[src/rtl/prio_pkg.sv]
// Shared definitions for the 64-way bitmap decoder and the priority encoder
// that consumes its bitmap.
package prio_pkg;

  localparam int IDX_W = 6;
  localparam int VEC_W = 64;
  localparam int CNT_W = 7;

  typedef logic [VEC_W-1:0] vec64_t;

  typedef enum logic [1:0] {
    OP_DECODE = 2'b00,
    OP_SET    = 2'b01,
    OP_CLEAR  = 2'b10,
    OP_TOGGLE = 2'b11
  } op_e;

  // Mask of the index positions that may ever be set in the bitmap.
  function automatic vec64_t valid_mask(input int n_idx);
    vec64_t m;
    m = '0;
    for (int i = 0; i < VEC_W; i++) begin
      if (i < n_idx) m[i] = 1'b1;
    end
    return m;
  endfunction

endpackage

[src/rtl/popcount64.sv]
// Combinational population count of a 64-bit vector (result 0..64).
module popcount64
  import prio_pkg::*;
(
  input  vec64_t           vec_i,
  output logic [CNT_W-1:0] count_o
);

  // Sum the set bits one at a time; synthesis builds an adder tree.
  always_comb begin
    count_o = '0;
    for (int i = 0; i < VEC_W; i++) begin
      count_o = count_o + {{(CNT_W-1){1'b0}}, vec_i[i]};
    end
  end

endmodule

[src/rtl/index_decoder64_bitmap.sv]
// Streaming index-to-one-hot decoder with a persistent 64-bit bitmap.
// Handshake: a command transfers on a rising edge where in_valid && in_ready;
// a result transfers where out_valid && out_ready. in_ready is
// !out_valid || out_ready (no skid buffer), and all out_* hold while stalled.
module index_decoder64_bitmap
  import prio_pkg::*;
#(
  parameter int N_IDX = 64
) (
  input  logic             clk,
  input  logic             rst_n,
  input  logic             in_valid,
  output logic             in_ready,
  input  logic [1:0]       in_op,
  input  logic [IDX_W-1:0] in_idx,
  input  logic             clr,
  output logic             out_valid,
  input  logic             out_ready,
  output vec64_t           out_onehot,
  output vec64_t           out_bitmap,
  output logic [CNT_W-1:0] out_count,
  output logic             out_err,
  output vec64_t           bitmap
);

  localparam vec64_t VALID_MASK = valid_mask(N_IDX);

  vec64_t           bitmap_q, bitmap_d;
  logic             out_valid_q, out_valid_d;
  vec64_t           out_onehot_q, out_onehot_d;
  vec64_t           out_bitmap_q, out_bitmap_d;
  logic [CNT_W-1:0] out_count_q, out_count_d;
  logic             out_err_q, out_err_d;

  logic             accept;
  logic             idx_ok;
  vec64_t           onehot;
  vec64_t           base;
  vec64_t           op_result;
  logic [CNT_W-1:0] next_count;

  assign in_ready = !out_valid_q || out_ready;
  assign accept   = in_valid && in_ready;

  // Decode the index; out-of-range indices produce an empty one-hot.
  always_comb begin
    idx_ok = (int'(in_idx) < N_IDX);
    onehot = idx_ok ? (vec64_t'(1) << in_idx) : '0;
  end

  // Apply clr first, then the accepted op; bits beyond N_IDX are forced to 0.
  always_comb begin
    base      = clr ? '0 : bitmap_q;
    op_result = base;
    case (op_e'(in_op))
      OP_DECODE: op_result = base;
      OP_SET:    op_result = base | onehot;
      OP_CLEAR:  op_result = base & ~onehot;
      OP_TOGGLE: op_result = base ^ onehot;
      default:   op_result = base;
    endcase
    bitmap_d = (accept ? op_result : base) & VALID_MASK;
  end

  popcount64 u_popcount (
    .vec_i   (bitmap_d),
    .count_o (next_count)
  );

  // Output stage next state: load on accept, drop valid on drain, else hold.
  always_comb begin
    out_valid_d  = out_valid_q;
    out_onehot_d = out_onehot_q;
    out_bitmap_d = out_bitmap_q;
    out_count_d  = out_count_q;
    out_err_d    = out_err_q;
    if (accept) begin
      out_valid_d  = 1'b1;
      out_onehot_d = onehot;
      out_bitmap_d = bitmap_d;
      out_count_d  = next_count;
      out_err_d    = !idx_ok;
    end else if (out_ready) begin
      out_valid_d  = 1'b0;
    end
  end

  // Bitmap and output-stage registers with asynchronous reset.
  always_ff @(posedge clk or negedge rst_n) begin
    if (!rst_n) begin
      bitmap_q     <= '0;
      out_valid_q  <= 1'b0;
      out_onehot_q <= '0;
      out_bitmap_q <= '0;
      out_count_q  <= '0;
      out_err_q    <= 1'b0;
    end else begin
      bitmap_q     <= bitmap_d;
      out_valid_q  <= out_valid_d;
      out_onehot_q <= out_onehot_d;
      out_bitmap_q <= out_bitmap_d;
      out_count_q  <= out_count_d;
      out_err_q    <= out_err_d;
    end
  end

  assign out_valid  = out_valid_q;
  assign out_onehot = out_onehot_q;
  assign out_bitmap = out_bitmap_q;
  assign out_count  = out_count_q;
  assign out_err    = out_err_q;
  assign bitmap     = bitmap_q;

endmodule

[config.mk]
export PLATFORM = sky130hd
export DESIGN_NAME = index_decoder64_bitmap
export DESIGN_NICKNAME = d
export VERILOG_FILES = /design/src/rtl/prio_pkg.sv /design/src/rtl/popcount64.sv /design/src/rtl/index_decoder64_bitmap.sv
export SDC_FILE = /design/constraint.sdc
export NUM_CORES = 1
export LEC_CHECK = 0
export ABC_AREA = 1
export CORE_MARGIN = 2
export CORE_UTILIZATION = 55
export CTS_CLUSTER_DIAMETER = 40
export DETAILED_ROUTE_END_ITERATION = 6
export PLACE_DENSITY = 0.82
export SYNTH_ARGS = -nofsm -noshare
export SYNTH_HDL_FRONTEND = slang
export SYNTH_SLANG_ARGS = --single-unit
[constraint.sdc]
create_clock -name clk -period 9.8 [get_ports clk]
set_clock_uncertainty 0.05 [all_clocks]
set_input_delay 1.96 -clock clk [delete_from_list [all_inputs] [get_ports clk]]
set_output_delay 1.96 -clock clk [all_outputs]
set_load 0.03 [all_outputs]
==> impl_metrics.ini, run 1 <==
[die]
io_pins = 215
dieArea_um2 = 25400
row_count = 56
die_w_um = 159
initial_core_util_pct = 56.3
chipHeight_um = 159
core_area_um2 = 23500

[sta]
slew_headroom_pct = 33.8
setup_ws_ps = 386
timing.hold.ws_ps = 431
drv_slew = 0
tightest_slew_ps = 993
hold_violations = 0
period_share_pct = 96.1
fin_crit_ps = 9410
grt_setup_unrepaired = false
finalSetupViolCount = 0
fmax_ghz = 0.106

[setup_path]
critPathTopFamily = adder cells
cp.required_ps = 10080
crit_path_end_kind = register
slowest_delay_ps = 580
start_kind = input pin
slowest_stage = fa_1
path_class = input pin to register
critPathMostFrequentCell = fa_1
path_buf_inv = 7
path_max_fanout = 6
cp.arrival_ps = 9690

[routing]
drt_pass1_iterations = 5
drtIter0Drc = 1278
drc_errors = 0
ant_nets = 0
viasPerCell = 5.49
vias = 12300
post_drt_wl_per_cell_um = 18.9
routed_wirelength_um = 42400

[clock_tree]
clockBufferDepth = 2
clkTransAtPathRegs_ps = 70
numCtsBuffers = 17
cts_hold_buf = 0
cts_root_buf = clkbuf_16
htree_levels = 4
cts_sinks = 200
cts_setup_buffers = 0
cts_tree = done
cts_resized = 0
clkLatencyLatePin_ps = 440

[status]
status = finished, final reports clean

[grt]
grt_pass1_vias = 12100
grt_max_degree = 119
grt_pass1_wl_um = 67400
grt-ovfl-total = 0
grt_util_all_layers_pct = 34.1
antenna_found_initial = 1

[cells_and_area]
area_growth_pct = 24.5
finalNetCount = 2119
drive_gt1_share_pct = 5.52
instances_no_fill = 2241
layout_common_cells = 613 x nand2_1, 234 x inv_1, 212 x clkdlybuf4s50_1
fin_util_pct = 70.1
final_common_cell = nand2_1
fill_cells = 1861

[power_and_ir_drop]
netSwitchingPower_uw = 1140
cellLeakagePower_uw = 0.00926
p_clk_share_pct = 25.5
comb_power_share_pct = 43.0
p_int_uw = 1730
seqPwrFrac_pct = 31.5
switching_share_pct = 39.7
power_density_nw_per_um2 = 174
total_power_uw = 2870
irDropWorstVdd_uv = 317

[yosys]
synth.cell_area_um2 = 13300
synth_nets = 1910
seq_area_frac_synth_pct = 37.7
synth_cells = 1699
yosys_warnings = 0
syn_area_per_cell_um2 = 7.80
synth_cell_types = 24
ys_ff_latch = 200

[min_path]
hp-class = register to register

[placed_design]
placed_cells = 2208
dp_hpwl_um = 32100
dpl_worst_slack_ps = -18.0
globalplace.congestion = 0.971
io_buffer_count = 213

[job]
max_cap_violations = 0
worst paths after layout:
path	from	end	slack [ps]	depth (start not counted)
min	out_bitmap[3]	out_bitmap[3]	430	2
max	in_idx[1]	out_count[6]	390	30
min in group asynchronous	rst_n	out_onehot[39]	1460	1
max in group asynchronous	rst_n	out_bitmap[7]	6850	2
max reg2reg	out_valid	out_count[6]	2360	26
min reg2reg	out_bitmap[3]	out_bitmap[3]	430	2
metal layers:
layer,track usage (%),share of wire (%),up-vias,routed length (µm)
met5,0,0,-,0
met4,13.5,3.7,0,1550
met3,7.06,10,105,4360
met2,53.5,46,657,19400
met1,46.6,40,5910,17100
li1,-,-,5636,-
worst reg2reg max path, delay by kind of cell (launching register included):
family,cells,cell delay [ps]
buffers and inverters,6,630
and+or+nand+nor,7,800
DFF,1,380
adders and majority gates,11,5220
AOI/OAI and AO/OA,2,250
sequential cells by signal, indices dropped and copies added (netlist names):
register	flops
out_valid	1
out_count	7
out_bitmap	64
bitmap	64
out_onehot	64
through the flow:
stage / cell area (µm²) / TNS, ps
6_report: 16500 / 0
5_1_grt: 16500 / 0
4_1_cts: 16500 / 0
3_5_place_dp: 15900 / -18.0
3_3_place_gp: 15900 / 0
2_1_floorplan: 13300 / 0
power groups by stage:
stage          logic (µW)  registers [µW]  clock network (µW)
2_1_floorplan         794             997                   0
3_3_place_gp         1200             918                   0
3_5_place_dp         1230             918                   0
4_1_cts              1240             902                 734
5_1_grt              1410             907                 765
6_report             1230             903                 730
kinds of logic (layout without fill, tap and decap cells):
kind of cell	count (synthesis)	after routing	share of synthesized area (%)
xor gates and xnor gates	1	1	0.0661
DFF	200	200	37.7
and+or+nand+nor	837	837	25.4
other	1	2	0.0283
adders and majority gates	198	198	21.7
AOI/OAI and AO/OA	136	136	5.22
buffers and inverters	326	548	9.80
cell usage after synthesis:
cell type    n  area share (%)
clkbuf_1    44             1.2
or2_1        1           0.047
fa_1        54             8.2
o21ai_1     60             2.3
nand4_1      4            0.19
inv_2        7            0.20
conb_1       1           0.028
nor2_4       2            0.17
buf_2       27             1.0
nor2_1      62             1.8
o21ai_0     70             2.6
a21oi_4      1            0.12
nand2_2      3            0.14
nand3_1    151             5.7
buf_6        3            0.25
buf_4        5            0.28
a21oi_1      5            0.19
inv_1      234             6.6
or2_2        1           0.047
ha_1       144              14
buf_1        6            0.17
nand2_1    613              17
xnor2_1      1           0.066
dfrtp_1    200              38
final cells by class:
class                      instances  area [µm²]  share of cell area [%]
antenna                            1        2.50                  0.0152
clock buffer                      21         450                    2.73
clock inverter                    11         136                   0.826
inverter                         241         905                    5.48
multi-input combinational       1173        6970                    42.2
sequential                       200        5000                    30.3
tap                              319         399                    2.42
timing repair buffer             275        2640                    16.0
Note: power is estimated with default switching activity, not from simulation.
==> inputs of run 2 (changes only) <==
--- a/config.mk
+++ b/config.mk
@@ -6,10 +6,12 @@
 export NUM_CORES = 1
 export LEC_CHECK = 0
 export ABC_AREA = 1
+export CAP_MARGIN = 20
 export CORE_MARGIN = 2
 export CORE_UTILIZATION = 55
 export CTS_CLUSTER_DIAMETER = 40
 export DETAILED_ROUTE_END_ITERATION = 6
+export GPL_TIMING_DRIVEN = 0
 export PLACE_DENSITY = 0.82
 export SYNTH_ARGS = -nofsm -noshare
 export SYNTH_HDL_FRONTEND = slang
==> run 2 against run 1 <==
  * Count of clock-buffer cells in the layout is 3 lower
  * Sequential share of layout area is 0.14 points higher
  * Sequential power hardly changed
  * Utilization is 0.33 points lower
  * Largest power group unchanged
  * Clock power is 2% lower
  * Die area is the same
  * Register-to-register slack got worse by 460 ps
  * Critical path depth fell by 3
  * Setup slack got worse by 220 ps
==> impl_metrics.ini, run 2 (same netlist as run 1, synthesis figures left out) <==
[placed_design]
globalplace.congestion = 0.973
dp_hpwl_um = 35200
io_buffer_count = 211

[setup_path]
cp.arrival_ps = 9920
start_kind = input pin
crit_path_end_kind = register
timing.rr.end = out_count[6]
path_max_fanout = 10
crit_start = in_idx[4]
r2r_start = out_valid
path_class = input pin to register
rr_worst_depth = 27
regToRegSetupSlack_ps = 1900
cp.required_ps = 10090

[min_path]
hp-start = out_bitmap[54]
hp-class = register to register
whs_path_depth = 2
min_to = out_bitmap[54]

[die]
die_w_um = 159
io_pins = 215
chipHeight_um = 159
dieArea_um2 = 25400
row_count = 56
initial_core_util_pct = 56.3
core_area_um2 = 23500

[sta]
fin_crit_ps = 9630
timing.hold.ws_ps = 434
period_share_pct = 98.3
tightest_slew_ps = 857
drv_slew = 0
hold_violations = 0
finalSetupViolCount = 0
fmax_ghz = 0.104
slew_headroom_pct = 42.8

[clock_tree]
clkTransAtPathRegs_ps = 80
clkLatencyLatePin_ps = 460
cts_root_buf = clkbuf_16
numCtsBuffers = 17
cts_sinks = 200
cts_resized = 0
cts_tree = done
cts_setup_buffers = 0
cts_hold_buf = 0
clockBufferDepth = 2
htree_levels = 4

[cells_and_area]
fin_util_pct = 69.8
multiInputGateArea_um2 = 6990
diodes = 0
register_area_um2 = 5000
fill_cells = 1914
area_growth_pct = 23.9
final_common_cell = nand2_1
drive_gt1_share_pct = 5.15
finalNetCount = 2140
layout_common_cells = 612 x nand2_1, 231 x inv_1, 207 x clkdlybuf4s50_1

[job]
max_cap_violations = 0

[status]
status = finished, final reports clean

[routing]
routed_wirelength_um = 44900
drtIter0Drc = 1241
ant_nets = 0
viasPerCell = 5.54
drc_errors = 0
vias = 12500
drt_pass1_iterations = 6
post_drt_wl_per_cell_um = 19.9

[grt]
grt_pass1_vias = 12200
grt_max_degree = 117
grt_pass1_wl_um = 68700
grt-ovfl-total = 0
grt_util_all_layers_pct = 35.6
antenna_found_initial = 1

[power_and_ir_drop]
cellLeakagePower_uw = 0.00921
power_density_nw_per_um2 = 176
irDropWorstVdd_uv = 312
[run 2: final cells by class]
class	count	share of cell area, %
Clock inverter	13	0.845
Sequential cell	200	30.5
Tap cell	319	2.43
Inverter	241	5.52
Clock buffer	18	2.67
Multi-Input combinational cell	1173	42.5
Timing Repair Buffer	212	13.1
Buffer	84	2.44
[run 2: worst max-delay path by stage]
stage	to	slack, ps	cells after the start
3_5_place_dp	out_count[6]	-510	29
2_1_floorplan	out_count[6]	810	28
4_1_cts	out_count[6]	70	30
5_1_grt	out_count[6]	-30	27
6_report	out_count[6]	170	27
3_3_place_gp	out_count[5]	-1490	1
[run 2: stage by stage]
step           setup TNS, ps  setup slack, ps  std cells  total power, µW  instance area (µm²)
2_1_floorplan              0              806       1699             1790                13300
3_3_place_gp         -295010            -1490       2229             2110                15800
3_5_place_dp           -1550             -507       2230             2160                15800
4_1_cts                    0             72.2       2260             2880                16400
5_1_grt                -34.8            -34.8       2260             3080                16400
6_report                   0              168       2260             2890                16400
[run 2: critical path, stage by stage]
cell and delay, ps:
clkdlybuf4s50_1 510, buf_2 260, buf_1 380, nand3_1 270, ha_1 370, nand2_1 80, nand3_1 80, nand2_1 70
nand2_1 160, fa_1 570, fa_1 480, fa_1 540, fa_1 590, inv_1 80, fa_1 490, inv_1 50
fa_1 500, inv_1 50, fa_1 480, fa_1 520, inv_1 50, fa_1 460, fa_1 410, nand3_1 110
a21oi_1 90, o21ai_0 210, nand2_1 80
[run 2: power by group]
group	switching, µW	total (µW)	internal [µW]
clock	354	719	365
combinational	797	1260	468
sequential	30.5	902	872
total	1180	2890	1700
[run 2: per-layer routing]
layer	global-route usage, %	up-vias	share of wire (%)
li1	-	5683	-
met1	45.7	6034	38
met2	58.2	697	47
met3	8.96	108	11
met4	14.1	4	3.8
met5	0	-	0.071
